$ cat config.mk
export PLATFORM = sky130hd
export DESIGN_NAME = eeprom_i2c_master
export DESIGN_NICKNAME = d
export VERILOG_FILES = /design/src/rtl/eeprom_i2c_master.sv
export SDC_FILE = /design/constraint.sdc
export NUM_CORES = 1
export LEC_CHECK = 0
export CORE_ASPECT_RATIO = 1.1
export CORE_UTILIZATION = 45
export DETAILED_ROUTE_END_ITERATION = 8
export PLACE_DENSITY_LB_ADDON = 0.25
export SLEW_MARGIN = 20
export SYNTH_ARGS = -nofsm -noshare
export SYNTH_HDL_FRONTEND = slang
export SYNTH_SLANG_ARGS = --single-unit
$ cat constraint.sdc
create_clock -name clk -period 2.6 [get_ports clk]
set_input_delay 0.52 -clock clk [delete_from_list [all_inputs] [get_ports clk]]
set_output_delay 0.52 -clock clk [all_outputs]
set_load 0.05 [all_outputs]
$ cat src/rtl/eeprom_i2c_master.sv
// eeprom_i2c_master: single-master I2C byte engine for a serial EEPROM.
// Executes one bus primitive per accepted command: START, STOP, WRITE byte
// (returns the slave ACK bit) or READ byte (returns data and drives ACK/NACK).
// Ports:
//   clk, reset (async, active low)
//   cmd_valid/cmd_ready   command handshake, cmd = 0 START, 1 STOP, 2 WRITE, 3 READ
//   cmd_wdata, cmd_ack    WRITE byte, READ acknowledge choice
//   rsp_valid             one-cycle completion pulse with rsp_rdata / rsp_nack
//   scl, sda_out, sda_in  bus (sda_out = 1 means released)
module eeprom_i2c_master #(
  parameter int CLK_DIV = 4
) (
  input  logic       clk,
  input  logic       reset,
  input  logic       cmd_valid,
  output logic       cmd_ready,
  input  logic [1:0] cmd,
  input  logic [7:0] cmd_wdata,
  input  logic       cmd_ack,
  output logic       rsp_valid,
  output logic [7:0] rsp_rdata,
  output logic       rsp_nack,
  output logic       scl,
  output logic       sda_out,
  input  logic       sda_in
);

  localparam logic [1:0] C_START = 2'd0;
  localparam logic [1:0] C_STOP  = 2'd1;
  localparam logic [1:0] C_WRITE = 2'd2;
  localparam logic [1:0] C_READ  = 2'd3;
  localparam logic [7:0] DIV_M1  = 8'(CLK_DIV - 1);

  typedef enum logic [2:0] {
    IDLE, START, STOP, BIT_LOW, BIT_HIGH, ACK_LOW, ACK_HIGH, DONE
  } state_t;

  state_t     state, state_n;
  logic [7:0] cnt, cnt_n;      // clk cycles left in the current bus phase
  logic [4:0] pidx, pidx_n;    // phase index within the command (bit = pidx/2)
  logic [1:0] op;
  logic [7:0] wdata;
  logic       ack;
  logic       err;             // WRITE/READ accepted with no open transaction
  logic       busy;
  logic [7:0] shreg;
  logic       pstart;          // the coming edge begins a new bus phase
  logic       scl_n, sda_n;
  logic [1:0] cur_op;
  logic [7:0] cur_wd;
  logic       cur_ack;

  function automatic logic is_last(input logic [1:0] o, input logic [4:0] p);
    case (o)
      C_START: is_last = (p == 5'd3);
      C_STOP:  is_last = (p == 5'd2);
      default: is_last = (p == 5'd17);
    endcase
  endfunction

  function automatic state_t state_of(input logic [1:0] o, input logic [4:0] p);
    if (o == C_START)      state_of = START;
    else if (o == C_STOP)  state_of = STOP;
    else if (p < 5'd16)    state_of = p[0] ? BIT_HIGH : BIT_LOW;
    else                   state_of = p[0] ? ACK_HIGH : ACK_LOW;
  endfunction

  // On the acceptance edge the latched copies are not yet valid.
  assign cur_op    = (state == IDLE) ? cmd       : op;
  assign cur_wd    = (state == IDLE) ? cmd_wdata : wdata;
  assign cur_ack   = (state == IDLE) ? cmd_ack   : ack;
  assign cmd_ready = (state == IDLE);

  // DONE is the final clk cycle of the last phase, so the registered
  // rsp_valid lands exactly N*CLK_DIV cycles after acceptance. With
  // CLK_DIV=1 the whole last phase is the DONE cycle.
  always_comb begin
    state_n = state;
    cnt_n   = cnt;
    pidx_n  = pidx;
    pstart  = 1'b0;
    case (state)
      IDLE: if (cmd_valid) begin
        if (cmd[1] && !busy) state_n = DONE;
        else begin
          pstart  = 1'b1;
          pidx_n  = 5'd0;
          cnt_n   = DIV_M1;
          state_n = state_of(cmd, 5'd0);
        end
      end
      DONE: state_n = IDLE;
      default: begin
        if (cnt == 8'd0) begin
          pstart  = 1'b1;
          pidx_n  = pidx + 5'd1;
          cnt_n   = DIV_M1;
          state_n = (CLK_DIV == 1 && is_last(op, pidx + 5'd1)) ? DONE
                                                              : state_of(op, pidx + 5'd1);
        end else begin
          cnt_n = cnt - 8'd1;
          if (cnt == 8'd1 && is_last(op, pidx)) state_n = DONE;
        end
      end
    endcase
  end

  // Bus levels for the phase that starts on the coming edge.
  always_comb begin
    scl_n = scl;
    sda_n = sda_out;
    if (pstart) begin
      case (cur_op)
        C_START: case (pidx_n[1:0])
          2'd0:    sda_n = 1'b1;
          2'd1:    scl_n = 1'b1;
          2'd2:    sda_n = 1'b0;
          default: scl_n = 1'b0;
        endcase
        C_STOP: case (pidx_n[1:0])
          2'd0:    begin sda_n = 1'b0; scl_n = 1'b0; end
          2'd1:    scl_n = 1'b1;
          default: sda_n = 1'b1;
        endcase
        default: begin
          if (pidx_n[0]) scl_n = 1'b1;
          else begin
            scl_n = 1'b0;
            if (pidx_n[4]) sda_n = (cur_op == C_WRITE) ? 1'b1 : ~cur_ack;
            else           sda_n = (cur_op == C_WRITE) ? cur_wd[~pidx_n[3:1]] : 1'b1;
          end
        end
      endcase
    end else if (state == DONE && !err && op[1]) begin
      // end of a byte: pull scl low and release sda
      scl_n = 1'b0;
      sda_n = 1'b1;
    end
  end

  always_ff @(posedge clk or negedge reset) begin
    if (!reset) begin
      state     <= IDLE;
      cnt       <= 8'd0;
      pidx      <= 5'd0;
      op        <= C_START;
      wdata     <= 8'd0;
      ack       <= 1'b0;
      err       <= 1'b0;
      busy      <= 1'b0;
      shreg     <= 8'd0;
      scl       <= 1'b1;
      sda_out   <= 1'b1;
      rsp_valid <= 1'b0;
      rsp_rdata <= 8'd0;
      rsp_nack  <= 1'b0;
    end else begin
      state     <= state_n;
      cnt       <= cnt_n;
      pidx      <= pidx_n;
      scl       <= scl_n;
      sda_out   <= sda_n;
      rsp_valid <= 1'b0;
      if (state == IDLE && cmd_valid) begin
        op    <= cmd;
        wdata <= cmd_wdata;
        ack   <= cmd_ack;
        err   <= cmd[1] & ~busy;
        if (cmd == C_START)     busy <= 1'b1;
        else if (cmd == C_STOP) busy <= 1'b0;
      end
      // last clk cycle of each data high phase
      if (state == BIT_HIGH && cnt == 8'd0 && op == C_READ)
        shreg <= {shreg[6:0], sda_in};
      if (state == DONE) begin
        rsp_valid <= 1'b1;
        rsp_nack  <= err | (op == C_WRITE && sda_in);
        rsp_rdata <= (!err && op == C_READ) ? shreg : 8'd0;
      end
    end
  end

endmodule

==> results of run 1 <==
[cell families (layout without fill, tap and decap cells)]
family	count (synthesis)	in the layout	share of synthesized area
AND/OR/NAND/NOR	86	86	0.169
AO/OA/AOI/OAI	73	73	0.203
flip-flops	49	49	0.483
multiplexers	22	22	0.0969
buffers and inverters	14	52	0.0251
adder cells (fa/ha/maj)	4	4	0.0197
XOR/XNOR	1	1	0.00344
[worst max-delay path, stage by stage (launching register included)]
cell,delay [ns]
dfrtp_1,0.43
inv_1,0.07
ha_1,0.19
nor3b_4,0.32
nand4_1,0.23
and3_1,0.25
nor3_1,0.26
o31ai_1,0.14
nor4_1,0.24
a21oi_1,0.10
[Yosys cell counts (all sizes together), types with 3 or more instances]
master | number | area share
nor3 | 6 | 0.012
a21oi | 8 | 0.016
ha | 4 | 0.020
dfrtp | 47 | 0.46
o211ai | 4 | 0.012
a22oi | 6 | 0.020
nand2 | 37 | 0.055
nand3 | 7 | 0.016
buf | 4 | 0.0098
nand2b | 3 | 0.0074
nor4 | 4 | 0.016
a211oi | 4 | 0.014
o22ai | 3 | 0.0074
o31ai | 6 | 0.020
inv | 7 | 0.010
o21ai | 19 | 0.037
mux2 | 21 | 0.093
a22o | 10 | 0.034
a21o | 3 | 0.0089
and3 | 4 | 0.0098
nor2 | 14 | 0.021
[report_power, final]
| group | switching, mW | total, mW | internal, mW | leakage (nW) |
|---|---|---|---|---|
| Sequential | 0.224 | 1.22 | 0.999 | 0.630 |
| Clock | 0.274 | 0.469 | 0.195 | 0.0447 |
| Combinational | 0.837 | 1.45 | 0.615 | 0.670 |
[state kept, by name, indices dropped and copies added, names as in the netlist]
register and count:
pidx 5, busy 1, shreg 8, ack 1
rsp_nack 1, scl 1, sda_out 1, wdata 8
rsp_rdata 8, cnt 8, rsp_valid 1, err 1
op 2, state 3
[timing repair]
item | CTS | global route
buffers inserted | 0 | 0
endpoints found under the setup margin | 0 | 1
resized for setup | 0 | 1
[through the flow]
step	total power, mW	cells	hold WS, ns	instance area, um^2	setup slack, ns
6_report	3.14	362	0.188	3060	0.297
3_5_place_dp	2.67	354	0.473	2960	0.196
2_1_floorplan	2.24	249	0.224	2540	0.414
3_3_place_gp	2.66	354	0.469	2960	0.265
5_1_grt	3.39	362	0.228	3060	0.0539
4_1_cts	3.15	362	0.198	3050	0.242
[worst paths after layout]
kind                          start       end  slack [ns]
max                          cnt[0]   sda_out        0.30
min                           reset       ack        0.19
max reg2reg                  cnt[0]   sda_out        0.30
min reg2reg                rsp_nack  rsp_nack        0.49
max in group asynchronous     reset  state[2]        1.89
min in group clk           rsp_nack  rsp_nack        0.49
[cell usage in the layout, fill, tap and decap left out, types with 2 or more instances in the layout]
cell type	netlist	routed
dfrtp_1	47	47
nand2_1	37	37
clkdlybuf4s50_1	0	25
mux2_2	21	21
o21ai_0	19	19
nor2_1	14	14
a22o_1	10	10
a21oi_1	8	8
buf_4	2	8
inv_1	7	7
nand3_1	6	6
nor3_1	6	6
o31ai_1	5	5
a22oi_1	5	5
clkbuf_8	0	5
and3_1	4	4
o211ai_1	4	4
ha_1	4	4
nand2b_1	3	3
a21o_1	3	3
nor4_1	3	3
o22ai_1	3	3
a211oi_1	3	3
nand4_1	2	2
and2_1	2	2
a211o_1	2	2
buf_12	0	2
dfstp_2	2	2
[area by class of cell]
| cell class | count | area (um^2) | share of cell area |
|---|---|---|---|
| multi-input cells | 186 | 1260 | 0.411 |
| flip-flops and latches | 49 | 1230 | 0.401 |
| repair buffers | 36 | 355 | 0.116 |
| well taps | 75 | 93.8 | 0.0307 |
| clock buffers | 5 | 68.8 | 0.0225 |
| inverters | 8 | 31.3 | 0.0102 |
| clock inverters | 3 | 25.0 | 0.00818 |
[per-layer routing]
layer	vias to the layer above	GRT usage	part of all wire
li1	1001	-	-
met1	967	0.249	0.46
met2	38	0.320	0.49
met3	8	0.0323	0.030
met4	0	0.0865	0.015
met5	-	0	0
==> out/qor.csv, run 1 <==
metric,value,unit
f_max,0.434,GHz
CP endpoint kind,flip-flop,
DIE WIDTH,73.7,um
final antenna-violating net count,0,
Setup TNS Final,0,ns
Max H-tree Level,2,
1st-iter DRT viols,124,
area of the core,5430,um^2
outcome,"finished, final reports clean",
Initial Utilization,0.468,
average vias per placed instance,5.56,
Most used DFF post-synth,dfrtp_1,
die area,5960,um^2
worst-path fanout max,7,
Total Routing Usage GR,0.194,
Synth Instances,249,
Post-DP HPWL,3810,um
"EDFF count, synth",0,
Cell Rows,28,
Tcrit/Tclk final,0.886,
total I/O pin count,28,
syn avg cell area,10.2,um^2
Async SR Flop Fraction,1.00,
"Slew Viols, Final",0,
first-pass GRT wire length,8850,um
Critical Setup Path Class,flip-flop to flip-flop,
Worst Path Required,2.84,ns
number of synthesized register bits,49,
detailed-route via count,2014,
Post-route DRC,0,
DIE HEIGHT,80.9,um
syn_nets,268,
synthesized area,2540,um^2
Hold Buf Count CTS,0,
final WL,5220,um
initial antenna violation count,0,
Crit path arrival time,2.54,ns
post-synth cell types,50,
worst-margin pin slew,0.570,ns
Antenna diodes,0,
"Hold Vio Cnt, Final",0,
Layout Nets,305,
RSZ-0062 raised after global routing,false,
Ys Warns,0,
Final min period,2.30,ns
vias in the first global route,1871,
TritonCTS clock tree,built,
Peak VDD IR,0.576,mV
sequential area share after synthesis,0.483,
endpoints failing setup,0,
CTS Sinks,49,
PwrDens,1030,nW/um^2
Register-to-Register Path Depth,9,
area growth from synthesis to layout,20.3,%
port buffer count,27,
DR pass1 iterations,4,
Clock Skew,0.0121,ns
fin util,0.564,
worst min path class,input pin to asynchronous set/reset pin,
share of cells above drive strength 1,0.178,
worst skew pair latency,0.31,ns
Leakage,1.34,nW
clk slew on worst S/H paths,0.10,ns
max-cap violations,0,
startpoint class of the critical path,flip-flop,
total gr overflow,0,
CTS Buffer Depth,2,
Num CTS Buffers,5,
Clock Tree Root,clkbuf_8,
Slew HR,0.619,
fill count,487,
Final GP Congestion,0.899,
largest net degree at the start of global routing,28,
DR WL/cell,14.4,um
Power figures use the tool's default switching activity.
==> run 2, diff against run 1 <==
Settings changed: SLEW_MARGIN 20 to unset.
==> results of run 2 <==
The final DEF is identical to that of run 1; final timing and power are the same.
